<file path="src/rtl/ram4k_bist_pkg.sv">
// Shared definitions for the RAM4K built-in self-test engine.
//   - default address/data widths of the RAM4K port
//   - FSM state encoding used by ram4k_bist
package ram4k_bist_pkg;

  localparam int unsigned ADDR_W_DEF = 12;
  localparam int unsigned DATA_W_DEF = 16;

  typedef enum logic [1:0] {
    IDLE  = 2'd0,
    WRITE = 2'd1,
    READ  = 2'd2,
    DONE  = 2'd3
  } state_t;

endpackage

</file>
<file path="src/rtl/ram4k_bist_pattern_gen.sv">
// Combinational pattern/address generator shared by the write and read
// passes of ram4k_bist.
//   seed : pattern seed             base : first word of the window
//   idx  : word index within window
//   pat  : seed + idx (mod 2^DATA_W)
//   addr : base + idx (mod 2^ADDR_W), so the window wraps past the top
module bist_pattern_gen
  import ram4k_bist_pkg::*;
#(
  parameter int unsigned ADDR_W = ADDR_W_DEF,
  parameter int unsigned DATA_W = DATA_W_DEF
) (
  input  logic [DATA_W-1:0] seed,
  input  logic [ADDR_W-1:0] base,
  input  logic [ADDR_W:0]   idx,
  output logic [DATA_W-1:0] pat,
  output logic [ADDR_W-1:0] addr
);

  assign pat  = seed + DATA_W'(idx);
  assign addr = base + ADDR_W'(idx);

endmodule

</file>
<file path="src/rtl/ram4k_bist.sv">
// RAM4K self-test / fill engine. On start it writes seed+i over a window of
// words starting at base_addr, reads the window back, and reports the result.
//   clk, rst          : clock, synchronous active-high reset
//   start             : begin a test (accepted only in IDLE)
//   base_addr, length, seed : test window and pattern, latched on start
//   mem_address, mem_data_in, mem_write_enable : drive the RAM4K port
//   mem_data_out      : asynchronous read data from the RAM
//   busy              : high while writing or reading
//   done              : one-cycle pulse when the test completes
//   pass, err_count, fail_addr : result of the last completed test
module ram4k_bist
  import ram4k_bist_pkg::*;
#(
  parameter int unsigned ADDR_W = ADDR_W_DEF,
  parameter int unsigned DATA_W = DATA_W_DEF
) (
  input  logic              clk,
  input  logic              rst,
  input  logic              start,
  input  logic [ADDR_W-1:0] base_addr,
  input  logic [ADDR_W:0]   length,
  input  logic [DATA_W-1:0] seed,
  output logic [ADDR_W-1:0] mem_address,
  output logic [DATA_W-1:0] mem_data_in,
  output logic              mem_write_enable,
  input  logic [DATA_W-1:0] mem_data_out,
  output logic              busy,
  output logic              done,
  output logic              pass,
  output logic [ADDR_W:0]   err_count,
  output logic [ADDR_W-1:0] fail_addr
);

  localparam logic [ADDR_W:0] IDX_ONE = {{ADDR_W{1'b0}}, 1'b1};

  state_t            state, state_next;
  logic [ADDR_W:0]   idx;
  logic [ADDR_W:0]   len_q;
  logic [ADDR_W-1:0] base_q;
  logic [DATA_W-1:0] seed_q;
  logic              err_seen;

  logic [DATA_W-1:0] pat;
  logic [ADDR_W-1:0] addr;
  logic              last;
  logic              mismatch;
  logic [ADDR_W:0]   err_next;
  logic              we_raw;

  bist_pattern_gen #(
    .ADDR_W(ADDR_W),
    .DATA_W(DATA_W)
  ) u_pattern_gen (
    .seed (seed_q),
    .base (base_q),
    .idx  (idx),
    .pat  (pat),
    .addr (addr)
  );

  assign last     = (idx == (len_q - IDX_ONE));
  assign mismatch = (state == READ) && (mem_data_out != pat);
  assign err_next = err_count + {{ADDR_W{1'b0}}, mismatch};

  // State register
  always_ff @(posedge clk) begin
    if (rst) state <= IDLE;
    else     state <= state_next;
  end

  // Next-state logic
  always_comb begin
    state_next = state;
    unique case (state)
      IDLE:  if (start) state_next = (length != '0) ? WRITE : DONE;
      WRITE: if (last)  state_next = READ;
      READ:  if (last)  state_next = DONE;
      DONE:             state_next = IDLE;
    endcase
  end

  // Output logic
  always_comb begin
    busy        = 1'b0;
    done        = 1'b0;
    we_raw      = 1'b0;
    mem_address = '0;
    mem_data_in = '0;
    unique case (state)
      IDLE: ;
      WRITE: begin
        busy        = 1'b1;
        we_raw      = 1'b1;
        mem_address = addr;
        mem_data_in = pat;
      end
      READ: begin
        busy        = 1'b1;
        mem_address = addr;
      end
      DONE: done = 1'b1;
    endcase
  end

  // Reset gates the write strobe combinationally so an aborting cycle never
  // commits a word.
  assign mem_write_enable = we_raw & ~rst;

  // Index, latched test parameters and result scoreboard
  always_ff @(posedge clk) begin
    if (rst) begin
      idx       <= '0;
      len_q     <= '0;
      base_q    <= '0;
      seed_q    <= '0;
      err_count <= '0;
      fail_addr <= '0;
      err_seen  <= 1'b0;
      pass      <= 1'b0;
    end else begin
      unique case (state)
        IDLE: begin
          if (start) begin
            base_q    <= base_addr;
            len_q     <= length;
            seed_q    <= seed;
            err_count <= '0;
            fail_addr <= '0;
            err_seen  <= 1'b0;
            idx       <= '0;
            // A zero-length test goes straight to DONE and trivially passes.
            if (length == '0) pass <= 1'b1;
          end
        end
        WRITE: idx <= last ? '0 : idx + IDX_ONE;
        READ: begin
          err_count <= err_next;
          if (mismatch && !err_seen) begin
            fail_addr <= addr;
            err_seen  <= 1'b1;
          end
          idx <= idx + IDX_ONE;
          // The final compare lands on this same edge, so use err_next.
          if (last) pass <= (err_next == '0);
        end
        DONE: ;
      endcase
    end
  end

endmodule

</file>
<file path="config.mk">
export PLATFORM = sky130hd
export DESIGN_NAME = ram4k_bist
export DESIGN_NICKNAME = d
export VERILOG_FILES = /design/src/rtl/ram4k_bist_pkg.sv /design/src/rtl/ram4k_bist_pattern_gen.sv /design/src/rtl/ram4k_bist.sv
export SDC_FILE = /design/constraint.sdc
export NUM_CORES = 1
export LEC_CHECK = 0
export CAP_MARGIN = 0
export CORE_MARGIN = 3
export CORE_UTILIZATION = 40
export CTS_CLUSTER_DIAMETER = 200
export DETAILED_ROUTE_END_ITERATION = 7
export GPL_TIMING_DRIVEN = 0
export HOLD_SLACK_MARGIN = 0.1
export PLACE_DENSITY_LB_ADDON = 0.1
export SYNTH_ARGS = -nofsm -noshare
export SYNTH_HDL_FRONTEND = slang
export SYNTH_HIERARCHICAL = 1
export SYNTH_SLANG_ARGS = --single-unit
</file>
<file path="constraint.sdc">
create_clock -name clk -period 4.5 [get_ports clk]
set_clock_uncertainty 0.05 [all_clocks]
set_input_delay 0.9 -clock clk [delete_from_list [all_inputs] [get_ports clk]]
set_output_delay 0.9 -clock clk [all_outputs]
set_load 0.02 [all_outputs]
</file>
==> impl_metrics.tcl <==
set metrics [dict create \
    grt_usage 0.222 \
    maxSlewViolCount 0 \
    reg2reg_to "pass$_SDFFE_PP0P_" \
    synth.top_cell.area_share 0.290 \
    antenna_found_initial 0 \
    design_power_total_w 0.00309 \
    yosysUniqueCellTypes 73 \
    setup_ws_ns 0.120 \
    ys_warn_count 6 \
    wl_per_cell_microns 16.9 \
    n_antenna_cell 0 \
    cp-start-kind "register" \
    drc 0 \
    synth_ff_type "dfxtp_1" \
    numCtsBuffers 9 \
    layout.nets 957 \
    dieHeight_microns 126 \
    clk_latency_ns 0.35 \
    yosysTopAreaCell "dfxtp_1" \
    reg2reg_from "idx[0]$_SDFFE_PP0P_" \
    reg2reg_slack_ns 0.15 \
    syn_nets 824 \
    vias_per_cell 5.54 \
    reg2regPathDepth 17 \
    clk_pin_slew_ns 0.06 \
    grt_pass1_wl_microns 28700 \
    die_w_microns 126 \
    ir_worst_vdd_mv 0.213 \
    critPathRequiredTime_ns 3.55 \
    io_buffers 116 \
    synth-seq-area-share 0.290 \
    layout-drive-gt1-share 0.108 \
    setup_violations 0 \
    area_delta_synth_final_pct 35.2 \
    gp_congestion 0.887 \
    clockRootBuffer "clkbuf_16" \
    first_global_vias 5651 \
    grt-ovfl-total 0 \
    pre_cts_ws_ns -0.693 \
    crit_end "mem_address[8]" \
    critical_path_class "register to output port" \
    tightestPinTransition_ns 0.817 \
    core_area_sq_um 13900 \
    finalHoldViolCount 0 \
    h-tree-depth 3 \
    async_flop_share 0 \
    finalNonFillerCells 1048 \
    crit_path_start "idx[0]$_SDFFE_PP0P_" \
    cts_sinks 83 \
    fin_setup_tns_ns 0 \
    start_util 0.411 \
    cts_tree "done" \
    timing.fmax_ghz 0.228 \
    hpwl_microns 13200 \
    drtIter0Drc 421 \
    period_share 0.973 \
    netlist_area_sq_um 5730 \
    synth_area_leaders "dfxtp_1, nand2_1, ha_1" \
    grt_max_degree 15 \
    final_antenna_net_count 0 \
    powerDensity_nw_per_um2 399 \
    die_area_sq_um 15800 \
    p_leak_nw 3.07 \
    status "finished clean" \
    syn-instance-count 730 \
    cp_max_fo 7 \
    fin_crit_ns 4.38 \
    max_cap_violations 0 \
    nFillCells 1295 \
    placed_cells 1026 \
    hold_class "register to register" \
    worst_setup_path_end_kind "output port" \
    vias 5809 \
    std_cell_rows 43 \
    io_pins 117 \
    ys_ff_latch 83 \
    cts_buffer_depth 2 \
    cp_data_arrival_time_ns 3.43 \
    wirelength_microns 17800 \
    avgSynthCellArea_sq_um 7.85 \
    max_slew_margin 0.451 \
    finalHoldWorstSlack_ns 0.415 \
    firstDrtPassIters 5 \
    synth_edf_count 0 \
]
[cells in the final DEF (no fill, tap or decap), types with 4 or more instances in the layout]
cell type / Yosys / routed
nand2_1: 123 / 123
clkdlybuf4s50_1: 0 / 116
dfxtp_1: 83 / 78
a21oi_1: 73 / 72
nor2_1: 50 / 49
xor2_1: 33 / 32
and2_1: 32 / 32
ha_1: 32 / 27
clkbuf_1: 24 / 24
o21ai_0: 24 / 23
xnor2_1: 22 / 21
a22oi_1: 18 / 18
nor3_1: 17 / 15
nand3_1: 18 / 15
inv_1: 14 / 14
a21o_1: 11 / 11
a31oi_1: 9 / 9
clkbuf_16: 0 / 9
nand2b_1: 8 / 8
nor4_2: 2 / 7
nor2b_1: 7 / 7
mux2i_1: 7 / 7
a211oi_1: 7 / 7
and3_1: 7 / 7
buf_4: 0 / 6
mux2_2: 5 / 5
buf_1: 4 / 4
a32oi_1: 4 / 4
and4_1: 4 / 4
nand4_1: 4 / 4
nand3b_1: 4 / 4
ha_4: 0 / 4
dfxtp_2: 0 / 4
[report_power, final]
part / switching, W / total, W / leakage, nW / internal, W
Clock: 0.000318 / 0.000877 / 0.173 / 0.000559
Combinational: 0.000791 / 0.00131 / 2.22 / 0.000517
Sequential: 0.0000881 / 0.000906 / 0.678 / 0.000818
[worst min-delay path by stage]
stage / start / to / cells past startpoint / slack [ns]
floorplan: base_q[0]$_SDFFE_PP0P_ / base_q[0]$_SDFFE_PP0P_ / 2 / 0.39
global placement: seed_q[10]$_SDFFE_PP0P_ / seed_q[10]$_SDFFE_PP0P_ / 2 / 0.40
detailed placement: seed_q[4]$_SDFFE_PP0P_ / seed_q[4]$_SDFFE_PP0P_ / 2 / 0.41
CTS: seed_q[5]$_SDFFE_PP0P_ / seed_q[5]$_SDFFE_PP0P_ / 2 / 0.42
global route: base_q[3]$_SDFFE_PP0P_ / base_q[3]$_SDFFE_PP0P_ / 2 / 0.44
finish: seed_q[4]$_SDFFE_PP0P_ / seed_q[4]$_SDFFE_PP0P_ / 2 / 0.41
[through the flow]
| stage | cell area, sq um | utilization |
|---|---|---|
| global placement | 7120 | 0.511 |
| floorplan | 5730 | - |
| detailed placement | 7120 | 0.511 |
| finish | 7750 | 0.556 |
| global route | 7750 | 0.556 |
| CTS | 7570 | 0.543 |
[what timing repair did]
item	4_1_cts	5_1_grt
hold buffers	0	0
buffers inserted	3	3
cloned	0	0
pin swaps	6	12
resized for setup	16	30
setup endpoints to repair	8	5
hold endpoints to repair	0	0
[registers in the layout (all words and copies together), names as in the netlist]
name and count:
base_q 12, idx 13, pass 1, len_q 13, err_count 13, fail_addr 12, err_seen 1, seed_q 16
state 2
[worst max-delay path, cell delays in order (launching register included)]
cell	delay (ns)
dfxtp_4	0.39
ha_1	0.26
fa_1	0.44
a211oi_1	0.27
o21bai_1	0.19
a2111oi_2	0.40
nor3_1	0.12
xor2_1	0.23
and2_1	0.18
clkdlybuf4s50_1	0.61
[Yosys cell counts (4+ instances only)]
cell      count
mux2i_1       7
a211oi_1      7
and4_1        4
xnor2_1      22
clkbuf_1     24
nor4_1        8
mux2_2        5
and2_1       32
dfxtp_1      83
nand3_1      18
inv_1        14
nor2b_1       7
nand2b_1      8
nand4_1       4
nor2_1       50
nand3b_1      4
a22oi_1      18
buf_1         4
a21o_1       11
nand2_1     123
xor2_1       33
ha_1         32
a31oi_1       9
nor3_1       17
a32oi_1       4
a21oi_1      73
and3_1        7
o21ai_0      24
[kinds of logic (layout without fill, tap and decap cells)]
logic type               Yosys count  count (layout)  share of synthesized area
AND/OR/NAND/NOR                  306             306                      0.264
AO/OA/AOI/OAI                    191             191                      0.223
flip-flops                        83              83                      0.290
XOR/XNOR                          56              56                     0.0869
buffers and inverters             48             186                     0.0375
adder cells (fa/ha/maj)           34              34                     0.0768
multiplexers                      12              12                     0.0220
[per-layer routing]
layer	part of all wire	vias up	global-route usage
met4	0.021	0	0.0702
li1	-	2867	-
met5	0	-	0
met3	0.054	27	0.0547
met2	0.46	168	0.355
met1	0.46	2747	0.295
[final cells by class]
type                       count  area, sq um  area share
buffer                        34          163      0.0210
clock buffer                  10          239      0.0308
clock inverter                 6          113      0.0145
inverter                      14         52.6     0.00678
multi-input combinational    599         4080       0.527
sequential                    83         1670       0.216
tap                          180          225      0.0291
timing repair buffer         122         1210       0.156
No activity file was read; power rests on OpenSTA's default activity.
